**src/rtl/uart_cmd_parser.sv**
```systemverilog
// Framed command parser: 55 AA ADDR LEN DATA[LEN] CHK -> burst of register writes.
// Define UART_CMD_TIMEOUT_EN to build the inter-byte timeout (Err_code=3).
module uart_cmd_parser #(
   parameter int MAX_LEN     = 16,
   parameter int TIMEOUT_CYC = 50000
) (
   input  logic       Clk,
   input  logic       Rst,
   input  logic [7:0] Rx_byte,
   input  logic       Rx_done,
   output logic       Wr_en,
   output logic [7:0] Wr_addr,
   output logic [7:0] Wr_data,
   output logic       Frame_ok,
   output logic       Frame_err,
   output logic [1:0] Err_code,
   output logic       Rx_drop,
   output logic       Busy
);
   localparam int         IW        = (MAX_LEN > 1) ? $clog2(MAX_LEN) : 1;
   localparam logic [7:0] MAX_LEN_B = 8'(MAX_LEN);

   typedef enum logic [2:0] {
      S_IDLE, S_HDR2, S_ADDR, S_LEN, S_DATA, S_CHK, S_EMIT
   } state_t;

   state_t     state;
   logic [7:0] addr, len, idx, sum;
   logic [7:0] pay_buf [0:(1<<IW)-1];
   logic       tmo;

   assign Busy = (state != S_IDLE);

`ifdef UART_CMD_TIMEOUT_EN
   localparam int            TW      = (TIMEOUT_CYC > 2) ? $clog2(TIMEOUT_CYC) : 1;
   localparam logic [TW-1:0] TMO_TOP = TW'(TIMEOUT_CYC - 1);
   logic [TW-1:0] tcnt;
   logic          mid;

   assign mid = (state != S_IDLE) && (state != S_EMIT);
   // An arriving byte on the expiry cycle beats the timeout.
   assign tmo = mid && !Rx_done && (tcnt == TMO_TOP);

   always_ff @(posedge Clk) begin
      if (Rst || !mid || Rx_done) tcnt <= '0;
      else if (tcnt != TMO_TOP)   tcnt <= tcnt + 1'b1;
   end
`else
   // No timeout hardware; the parameter is kept so instantiations stay uniform.
   assign tmo = (TIMEOUT_CYC < 0);
`endif

   always_ff @(posedge Clk) begin
      if (Rx_done && state == S_DATA) pay_buf[idx[IW-1:0]] <= Rx_byte;
   end

   always_ff @(posedge Clk) begin
      if (Rst) begin
         state     <= S_IDLE;
         addr      <= '0;
         len       <= '0;
         idx       <= '0;
         sum       <= '0;
         Wr_en     <= 1'b0;
         Wr_addr   <= '0;
         Wr_data   <= '0;
         Frame_ok  <= 1'b0;
         Frame_err <= 1'b0;
         Err_code  <= 2'd0;
         Rx_drop   <= 1'b0;
      end else begin
         Wr_en     <= 1'b0;
         Frame_ok  <= 1'b0;
         Frame_err <= 1'b0;
         Rx_drop   <= 1'b0;
         if (tmo) begin
            state     <= S_IDLE;
            Frame_err <= 1'b1;
            Err_code  <= 2'd3;
         end else if (state == S_EMIT) begin
            Rx_drop <= Rx_done;
            Wr_en   <= 1'b1;
            Wr_addr <= addr + idx;
            Wr_data <= pay_buf[idx[IW-1:0]];
            idx     <= idx + 8'd1;
            if (idx == len - 8'd1) begin
               Frame_ok <= 1'b1;
               state    <= S_IDLE;
            end
         end else if (Rx_done) begin
            case (state)
               S_IDLE: if (Rx_byte == 8'h55) state <= S_HDR2;
               S_HDR2: begin
                  if (Rx_byte == 8'hAA)      state <= S_ADDR;
                  else if (Rx_byte != 8'h55) state <= S_IDLE;
               end
               S_ADDR: begin
                  addr  <= Rx_byte;
                  sum   <= Rx_byte;
                  state <= S_LEN;
               end
               S_LEN: begin
                  if (Rx_byte == 8'd0 || Rx_byte > MAX_LEN_B) begin
                     state     <= S_IDLE;
                     Frame_err <= 1'b1;
                     Err_code  <= 2'd1;
                  end else begin
                     len   <= Rx_byte;
                     sum   <= sum + Rx_byte;
                     idx   <= '0;
                     state <= S_DATA;
                  end
               end
               S_DATA: begin
                  sum <= sum + Rx_byte;
                  idx <= idx + 8'd1;
                  if (idx == len - 8'd1) state <= S_CHK;
               end
               S_CHK: begin
                  // Issue the first write straight from the checksum cycle so
                  // writes land at T+1..T+LEN after the CHK byte.
                  if (Rx_byte == sum) begin
                     Wr_en   <= 1'b1;
                     Wr_addr <= addr;
                     Wr_data <= pay_buf[0];
                     if (len == 8'd1) begin
                        Frame_ok <= 1'b1;
                        state    <= S_IDLE;
                     end else begin
                        idx   <= 8'd1;
                        state <= S_EMIT;
                     end
                  end else begin
                     state     <= S_IDLE;
                     Frame_err <= 1'b1;
                     Err_code  <= 2'd2;
                  end
               end
               default: state <= S_IDLE;
            endcase
         end
      end
   end
endmodule

```
**config.mk**
```make
export PLATFORM = sky130hd
export DESIGN_NAME = uart_cmd_parser
export DESIGN_NICKNAME = d
export VERILOG_FILES = /design/src/rtl/uart_cmd_parser.sv
export SDC_FILE = /design/constraint.sdc
export NUM_CORES = 1
export LEC_CHECK = 0
export ABC_AREA = 1
export CAP_MARGIN = 20
export CORE_MARGIN = 4
export CORE_UTILIZATION = 41
export CTS_CLUSTER_SIZE = 12
export DETAILED_ROUTE_END_ITERATION = 6
export HOLD_SLACK_MARGIN = 0.05
export SETUP_SLACK_MARGIN = 0.15
export SYNTH_ARGS = -nofsm -noshare
export SYNTH_HDL_FRONTEND = slang
export SYNTH_SLANG_ARGS = --single-unit
```
**constraint.sdc**
```tcl
create_clock -name Clk -period 3.15 [get_ports Clk]
set_clock_uncertainty 0.15 [all_clocks]
set_input_delay 0.315 -clock Clk [delete_from_list [all_inputs] [get_ports Clk]]
set_output_delay 0.315 -clock Clk [all_outputs]
set_load 0.02 [all_outputs]
```
; ---- Word-level counts from Yosys, hierarchy flattened
; Memories as Yosys holds them, arrays and structs flattened. A register that Yosys moved wholly into a read port is not among the register bits.
; Index checks and enable logic that the tools add are counted.
[totals]
reg_bits = 57
latch_bits = 0
ramBits = 128
mem_bits_ro = 0
in_bits = 11
elab_cells = 110
n_memories = 1
[mem_list]
columns = name, words, width, rd, rd_clocked_by_memory_dff, wr, line
row1 = pay_buf, 16, 8, 2, 1, 1, 29  ; logic [7:0] pay_buf [0:(1<<IW)-1];
[classes]
addsub = 4
n_mul = 0
n_div = 0
order_cmp = 1
n_eq_ne = 22
n_shift = 0
n_mux = 47
bitwise = 3
n_reduce_logical = 20
[ops]
columns = op, n
row1 = 8-bit two-way mux, 14
row2 = 8-bit case mux with 3 select lines, 2
row3 = 3-bit two-way mux, 10
row4 = 3-bit case mux with 6 select lines, 1
row5 = 8-bit adder, 2
row6 = 8-bit equality test, 2
row7 = 5-bit AND reduction, 3
row8 = 1-bit two-way mux, 14
row9 = 3-bit != test (second input constant), 4
row10 = 3-bit equality test (second input constant), 3
row11 = 8-bit by 1-bit adder with 8-bit output (second input constant), 1
row12 = 8-bit by 1-bit equality test with 1-bit output (second input constant), 1
row13 = 8-bit by 7-bit equality test with 1-bit output (second input constant), 1
row14 = 8-bit equality test (second input constant), 1
row15 = 8-bit by 5-bit greater-than comparator with 1-bit output (second input constant), 1
row16 = 8-bit logical NOT, 1
row17 = 4-bit two-way mux, 2
row18 = 8-bit by 7-bit != test with 1-bit output (second input constant), 1
row19 = 4-bit AND reduction, 2
row20 = 2-bit nonzero test, 4
row21 = 8-bit by 1-bit subtractor with 8-bit output (second input constant), 1
row22 = 3-bit by 2-bit equality test with 1-bit output (second input constant), 2
row23 = 2-bit != test (second input constant), 3
row24 = 3-bit AND reduction, 2
row25 = 14 further kinds, 19

; ---- Logic depth before layout (Yosys ltp)
[depth]
ltp_word = 8
mapped_depth = 15
mapped_depth_nobuf = 15

; ---- Least setup slack after synthesis
; No wires, ideal clock.
[synth_path]
path_type = flip-flop to flip-flop
start = register state[2]
end = memory pay_buf[0][0], enable pin
t_arrival_ns = 1.607
required_time_ns = 2.630
slack_ns = 1.023
path_stages_with_launch = 8
n_path_buf = 1
synth_period_minus_slack_ns = 2.127
path_cell_list = dfxtp_1 buf_4 inv_1 nor2_1 inv_1 nor2_1 nand2_1 nor2_1
[synth_via]
elab_chain_cells = 4
[synth_lines]
columns = item, line
row1 = "start, declared", 27  ; state_t state;
row2 = "start signal, assigned", 59  ; state <= S_IDLE;
row3 = "start signal, assigned", 77  ; state <= S_IDLE;
row4 = "start signal, assigned", 88  ; state <= S_IDLE;
row5 = 3-bit equality test, 54  ; if (Rx_done && state == S_DATA) pay_buf[idx[IW-1:0]] <= Rx_byte;
row6 = 1-bit logical AND, 54
row7 = 1-bit two-way mux, 54
row8 = 1-bit two-way mux (implied by the code), 54
row9 = "end, declared", 29
; No other way between the ends.

; ---- Worst setup path after layout
[layout_path]
start = register state[2]
end = memory pay_buf[7][4], enable pin
; The elaborated chain is that of the path after synthesis.

==> run_results.csv <==
group,metric,value,unit
routing,dr_wl_met3,1140,um
layout,multi_input_area,0.00324,mm^2
clocking,post_cts_buffers,0,
global_routing,grt_pass1_wl,36300,um
clocking,cts-root-buf,"clkbuf_16",
synthesis,synth_flop_cell,"edfxtp_1",
setup_path,cp_max_fo,9,
pwr,power.switching,0.00181,W
setup_path,cp.arrival,2.52,ns
run,maxCapViolCount,0,
routing,drc_errors,0,
synthesis,synthCells,934,
clocking,clk_pin_slew,0.07,ns
die,die-area,0.0237,mm^2
synthesis,yosysTopAreaCellShare,43.9,%
synthesis,synth_warnings,0,
routing,drtIter0Drc,485,
pwr,seq_power_share,46.7,%
synthesis,yosysSeqAreaShare,57.9,%
setup_path,slowest_stage,"dfxtp_1",
pwr,p_int,0.00419,W
global_routing,antenna_found_initial,0,
routing,met2_length,10900,um
global_routing,grt_max_degree,65,
sta,period_needed,2.53,ns
clocking,cts_tree,"yes",
layout,final_cells,1270,
clocking,clock_latency,0.43,ns
clocking,numCtsBuffers,17,
layout,layout-drive-gt1-share,9.05,%
clocking,clk_path_buf_depth,2,
sta,slew_headroom,49.7,%
place,port_buffers,33,
die,fp.dieW,154,um
setup_path,end_kind,"flip-flop",
layout,fin_nets,1015,
pwr,irDropWorstVdd,0.000349,V
place,pre_cts_ws,0.209,ns
routing,drt.antenna.violating_nets,0,
pwr,powerDensity,593,mW/mm^2
hold_path,hold_class,"flip-flop to flip-flop",
sta,final_hold_viol_count,0,
synthesis,mappedNetlistNets,967,
place,dp.cells,1238,
clocking,post_cts_resized,0,
setup_path,cpPeakStageDelay,0.54,ns
setup_path,path_class,"flip-flop to flip-flop",
synthesis,synth_edf_count,128,
setup_path,worstSetupStartpointType,"flip-flop",
die,die_y,154,um
routing,met1_length,10600,um
die,io_pins,34,
global_routing,overflow,0,
layout,n_antenna_cell,0,
pwr,clockPowerShare,36.1,%
synthesis,async_reset_ff_share,0,%
layout,synthToLayoutAreaGrowth,15.7,%
synthesis,synth_area_leaders,"edfxtp_1 (44%), dfxtp_1 (14%), nand2_1 (6.9%)",
pwr,comb_power_share,17.2,%
setup_path,cpMostUsedCell,"nor2_1",
layout,layout_common_cells,"nand2_1 (161), nor2_1 (146), edfxtp_1 (128), o21ai_0 (102)",
clocking,cts.sinks,189,
sta,fin_crit_sh,80.2,%
place,place_congestion,0.869,
routing,drt_pass1_iterations,5,
routing,via_count,6777,
synthesis,synth_cell_types,40,
global_routing,grt_pass1_vias,6360,
layout,mostFrequentLayoutCell,"nand2_1",
pwr,p_sw_share,30.1,%
sta,fin_hold_ws,0.318,ns
synthesis,ys_ff_latch,189,
run_status,status,"finished clean",
routing,top_layer,"met4",
synthesis,synth_top_area_cell,"edfxtp_1",
sta,timing_worst_slew_pin_value,0.753,ns
global_routing,track_usage,19.7,%
sta,rsz0062_at_grt,"false",
clocking,h-tree-depth,4,
routing,wl_per_cell,18.1,um
setup_path,cp_cell_sequence,"inv_1 -> nor2_1 -> inv_1 -> nor2_1 -> nand2_1 -> nor2_1 -> buf_4",
place,hpwlAfterDp,15500,um
layout,seq_area,0.00507,mm^2
clocking,hold_buffers,0,
sta,fin_setup_tns,0,ns
die,initial_core_util,41.6,%
sta,drv_slew,0,
routing,routed_wl,23000,um
setup_path,required,3.14,ns
synthesis,syn_avg_cell_area,9.36,um^2
sta,setup_ws,0.623,ns
die,fp-row-count,53,
sta,setup_viol,0,
setup_path,rrSetupSlack,0.62,ns
pwr,cellLeakagePower,3.76,nW
sta,fmax,0.396,GHz
layout,fill_cells,1980,
synthesis,netlist_area,0.00875,mm^2
die,core-area,0.0210,mm^2
routing,vias_per_cell,5.34,
[kinds of logic (layout without fill, tap and decap cells)]
kind of cell | count (synthesis) | in the layout | share of synthesized area (%)
AND/OR/NAND/NOR | 393 | 393 | 18.8
adder cells (fa/ha/maj) | 22 | 22 | 3.32
buffers and inverters | 107 | 168 | 5.04
AO/OA/AOI/OAI | 209 | 209 | 13.5
flip-flops | 189 | 189 | 57.9
XOR/XNOR | 14 | 14 | 1.40
[critical path, delay by kind of cell (launching register included)]
family / cells / cell delay (ns)
buffers and inverters: 3 / 0.57
flip-flops: 1 / 0.54
AND/OR/NAND/NOR: 4 / 0.97
[sequential cells by signal, indices dropped and copies added (netlist names), named ones only]
name / cells
Err_code: 2
addr: 8
Wr_data: 8
Wr_addr: 8
Frame_ok: 1
Wr_en: 1
Rx_drop: 1
len: 8
pay_buf: 128
sum: 8
state: 3
idx: 8
Frame_err: 1
[per-stage QoR]
step                      cell area, um^2  total power, W  utilization, %
after floorplan                      8750         0.00355               -
after global placement               9510         0.00389            45.3
after detailed placement             9510         0.00389            45.3
after CTS                           10100         0.00603            48.1
after global routing                10100         0.00629            48.1
final                               10100         0.00600            48.1
[layer usage]
metal / track usage [%] / vias up
met3: 2.93 / 22
li1: - / 3327
met4: 5.17 / 0
met1: 27.7 / 3227
met2: 32.0 / 201
met5: 0 / -
[power by group through the flow]
stage	registers [W]	logic (W)	clock network, W
after floorplan	0.00284	0.000717	0
after global placement	0.00286	0.00103	0
after detailed placement	0.00286	0.00103	0
after CTS	0.00280	0.00104	0.00220
after global routing	0.00281	0.00117	0.00231
final	0.00280	0.00103	0.00217
[Yosys cell counts, drive strengths merged (9+ instances only)]
| master | instances |
|---|---|
| edfxtp | 128 |
| a21oi | 56 |
| ha | 20 |
| nand3 | 54 |
| o21ai | 103 |
| o221ai | 9 |
| a31oi | 10 |
| nand2 | 163 |
| inv | 66 |
| buf | 16 |
| o211ai | 27 |
| nor2 | 153 |
| xor2 | 9 |
| clkbuf | 23 |
| dfxtp | 61 |
[area by class of cell]
| class | count | area share (%) |
|---|---|---|
| multi-input cells | 638 | 32.0 |
| inverters | 68 | 2.53 |
| well taps | 275 | 3.40 |
| flip-flops and latches | 189 | 50.1 |
| clock buffers | 19 | 4.59 |
| clock inverters | 13 | 1.41 |
| repair buffers | 68 | 5.98 |
[worst paths after layout]
kind	startpoint	to	depth (start not counted)
worst max-delay path	state[2]	pay_buf[7][4]	7
worst min-delay path	Wr_addr[6]	Wr_addr[6]	2
worst max register to register	state[2]	pay_buf[7][4]	7
worst min register to register	Wr_addr[6]	Wr_addr[6]	2
Power figures use the tool's default switching activity.
==> edit, RTL diff (same settings) <==
The option `UART_CMD_TIMEOUT_EN` is turned on by a define.
--- a/src/rtl/uart_cmd_parser.sv
+++ b/src/rtl/uart_cmd_parser.sv
@@ -1,4 +1,6 @@
 // Framed command parser: 55 AA ADDR LEN DATA[LEN] CHK -> burst of register writes.
 // Define UART_CMD_TIMEOUT_EN to build the inter-byte timeout (Err_code=3).
+`define UART_CMD_TIMEOUT_EN
+
 module uart_cmd_parser #(
    parameter int MAX_LEN     = 16,
Formal check against the unedited RTL: no difference found for any inputs over 4 cycles, from zero or initial values and one cycle with Rst high; that may be too few to reach the edited logic, so the function may still have changed.
==> edit against the unedited design <==
Wire length up 7.6%; final area up 9.8%; area after synthesis up 8.9%; first-iteration DRC count up 2.3%; worst setup slack better by 0.098 ns; non-clock buffer count up 2; sequential cell count up 16; sequential share of layout area down 1.6 points; register-to-register slack better by 0.29 ns.
Power is not compared: it rests on default switching activity, and its combinational part moved more than twofold at a synthesized area within 25%.
==> edit: results (changes against the unedited design) <==
Layout
  • Area occupied by multi-input gates: 3590 um^2 (+11%)
  • Fraction of layout instances using a drive strength above 1: 8.79% (-0.26 points)
  • Buffering overhead: 5.59% (-0.40 points)
  • Nets: 1132 (+12%)
  • Clock buf count: 34 (+15)
  • Fraction of area in registers: 48.5% (-1.6 points)
  • Multi-input combinational cell count: 701 (+9.9%)
  • Bufs w/o clock: 70 (+2.9%)

Worst setup path
  • Crit-path max FO: 6 (-3)
  • Reg-to-Reg Start: sum[5]$_SDFFE_PP0P_
  • Critical Path Slowest Stage Cell: clkdlybuf4s50_1
  • Reg2Reg Setup Slack: 0.91 ns (+0.29 ns)
  • Worst r2r path cells: 10 (+3)
  • R2R Path End: Wr_addr[6]$_SDFFE_PP0P_
  • Top Family by Delay on Critical Path: buffers and inverters

STA
  • Worst slew pin tran: 0.722 ns (-0.0312 ns)
  • WHS: 0.318 ns (+0.000463 ns)

Synthesis
  • Adder-Cell Fraction of Synth Area: 3.18% (-0.14 points)
  • Netlist cell types: 44 (+10%)
  • Post-synthesis compound-gate area fraction: 12.6% (-0.93 points)
  • Sequential fraction of the synthesis area: 56.5% (-1.4 points)
  • Synthesized instance count: 1042 (+12%)
  • FF+latch count, synth: 205 (+8.5%)
  • Synthesized area: 9520 um^2 (+8.9%)

Outcome
  • Outcome: completed

Clocking
  • Inserted Clock Buffers: 23 (+6)
  • CTS max path bufs: 3 (+1)
  • H-tree Lvls: 1 (-3)
  • Clk_lat worst skew: 0.51 ns (+0.08 ns)

Global routing
  • Met3 usage: 3.54% (+0.61 points)
  • Tot GR Track Use: 19.2% (-0.50 points)
  • First-pass GRT wire length: 39900 um (+9.7%)
  • Grt met1 use: 27.0% (-0.73 points)

Place
  • Routability cong.: 0.870 (about the same)
  • Placed Cells: 1386 (+12%)

Route
  • M1 wire length: 11300 um (+6.3%)
  • Wire length on met2: 11100 um (+2.4%)
  • Top Layer Used: met5
  • Routed length per placed instance: 17.3 um (-4.3%)

Min path
  • Hold Path End: sum[6]$_SDFFE_PP0P_
[edit: cell count changes in the layout (fill, tap and decap cells not counted), moves of 8 or more]
cell	change
inv_1	+31
nor2_1	+18
dfxtp_1	+16
nand4_1	+10
a21oi_1	-9
nand2_1	+9
o211ai_1	+8
o221ai_1	-8
[edit: cells by family after synthesis]
family	Yosys count
adder cells (fa/ha/maj)	23
AND/OR/NAND/NOR	442
XOR/XNOR	23
AO/OA/AOI/OAI	213
buffers and inverters	136
flip-flops	205
[edit: tightest hold or removal path: stages (launching register included)]
cell	delay [ns]
dfxtp_1	0.31
nand2_1	0.06
a21oi_1	0.06
[edit: where the power goes]
group	switching, mW	leakage (nW)	total (mW)	internal, mW
Sequential	0.0153	1.77	2.88	2.86
Combinational	0.173	2.20	0.253	0.0805
Clock	1.05	0.374	2.68	1.63
Total	1.24	4.34	5.81	4.57
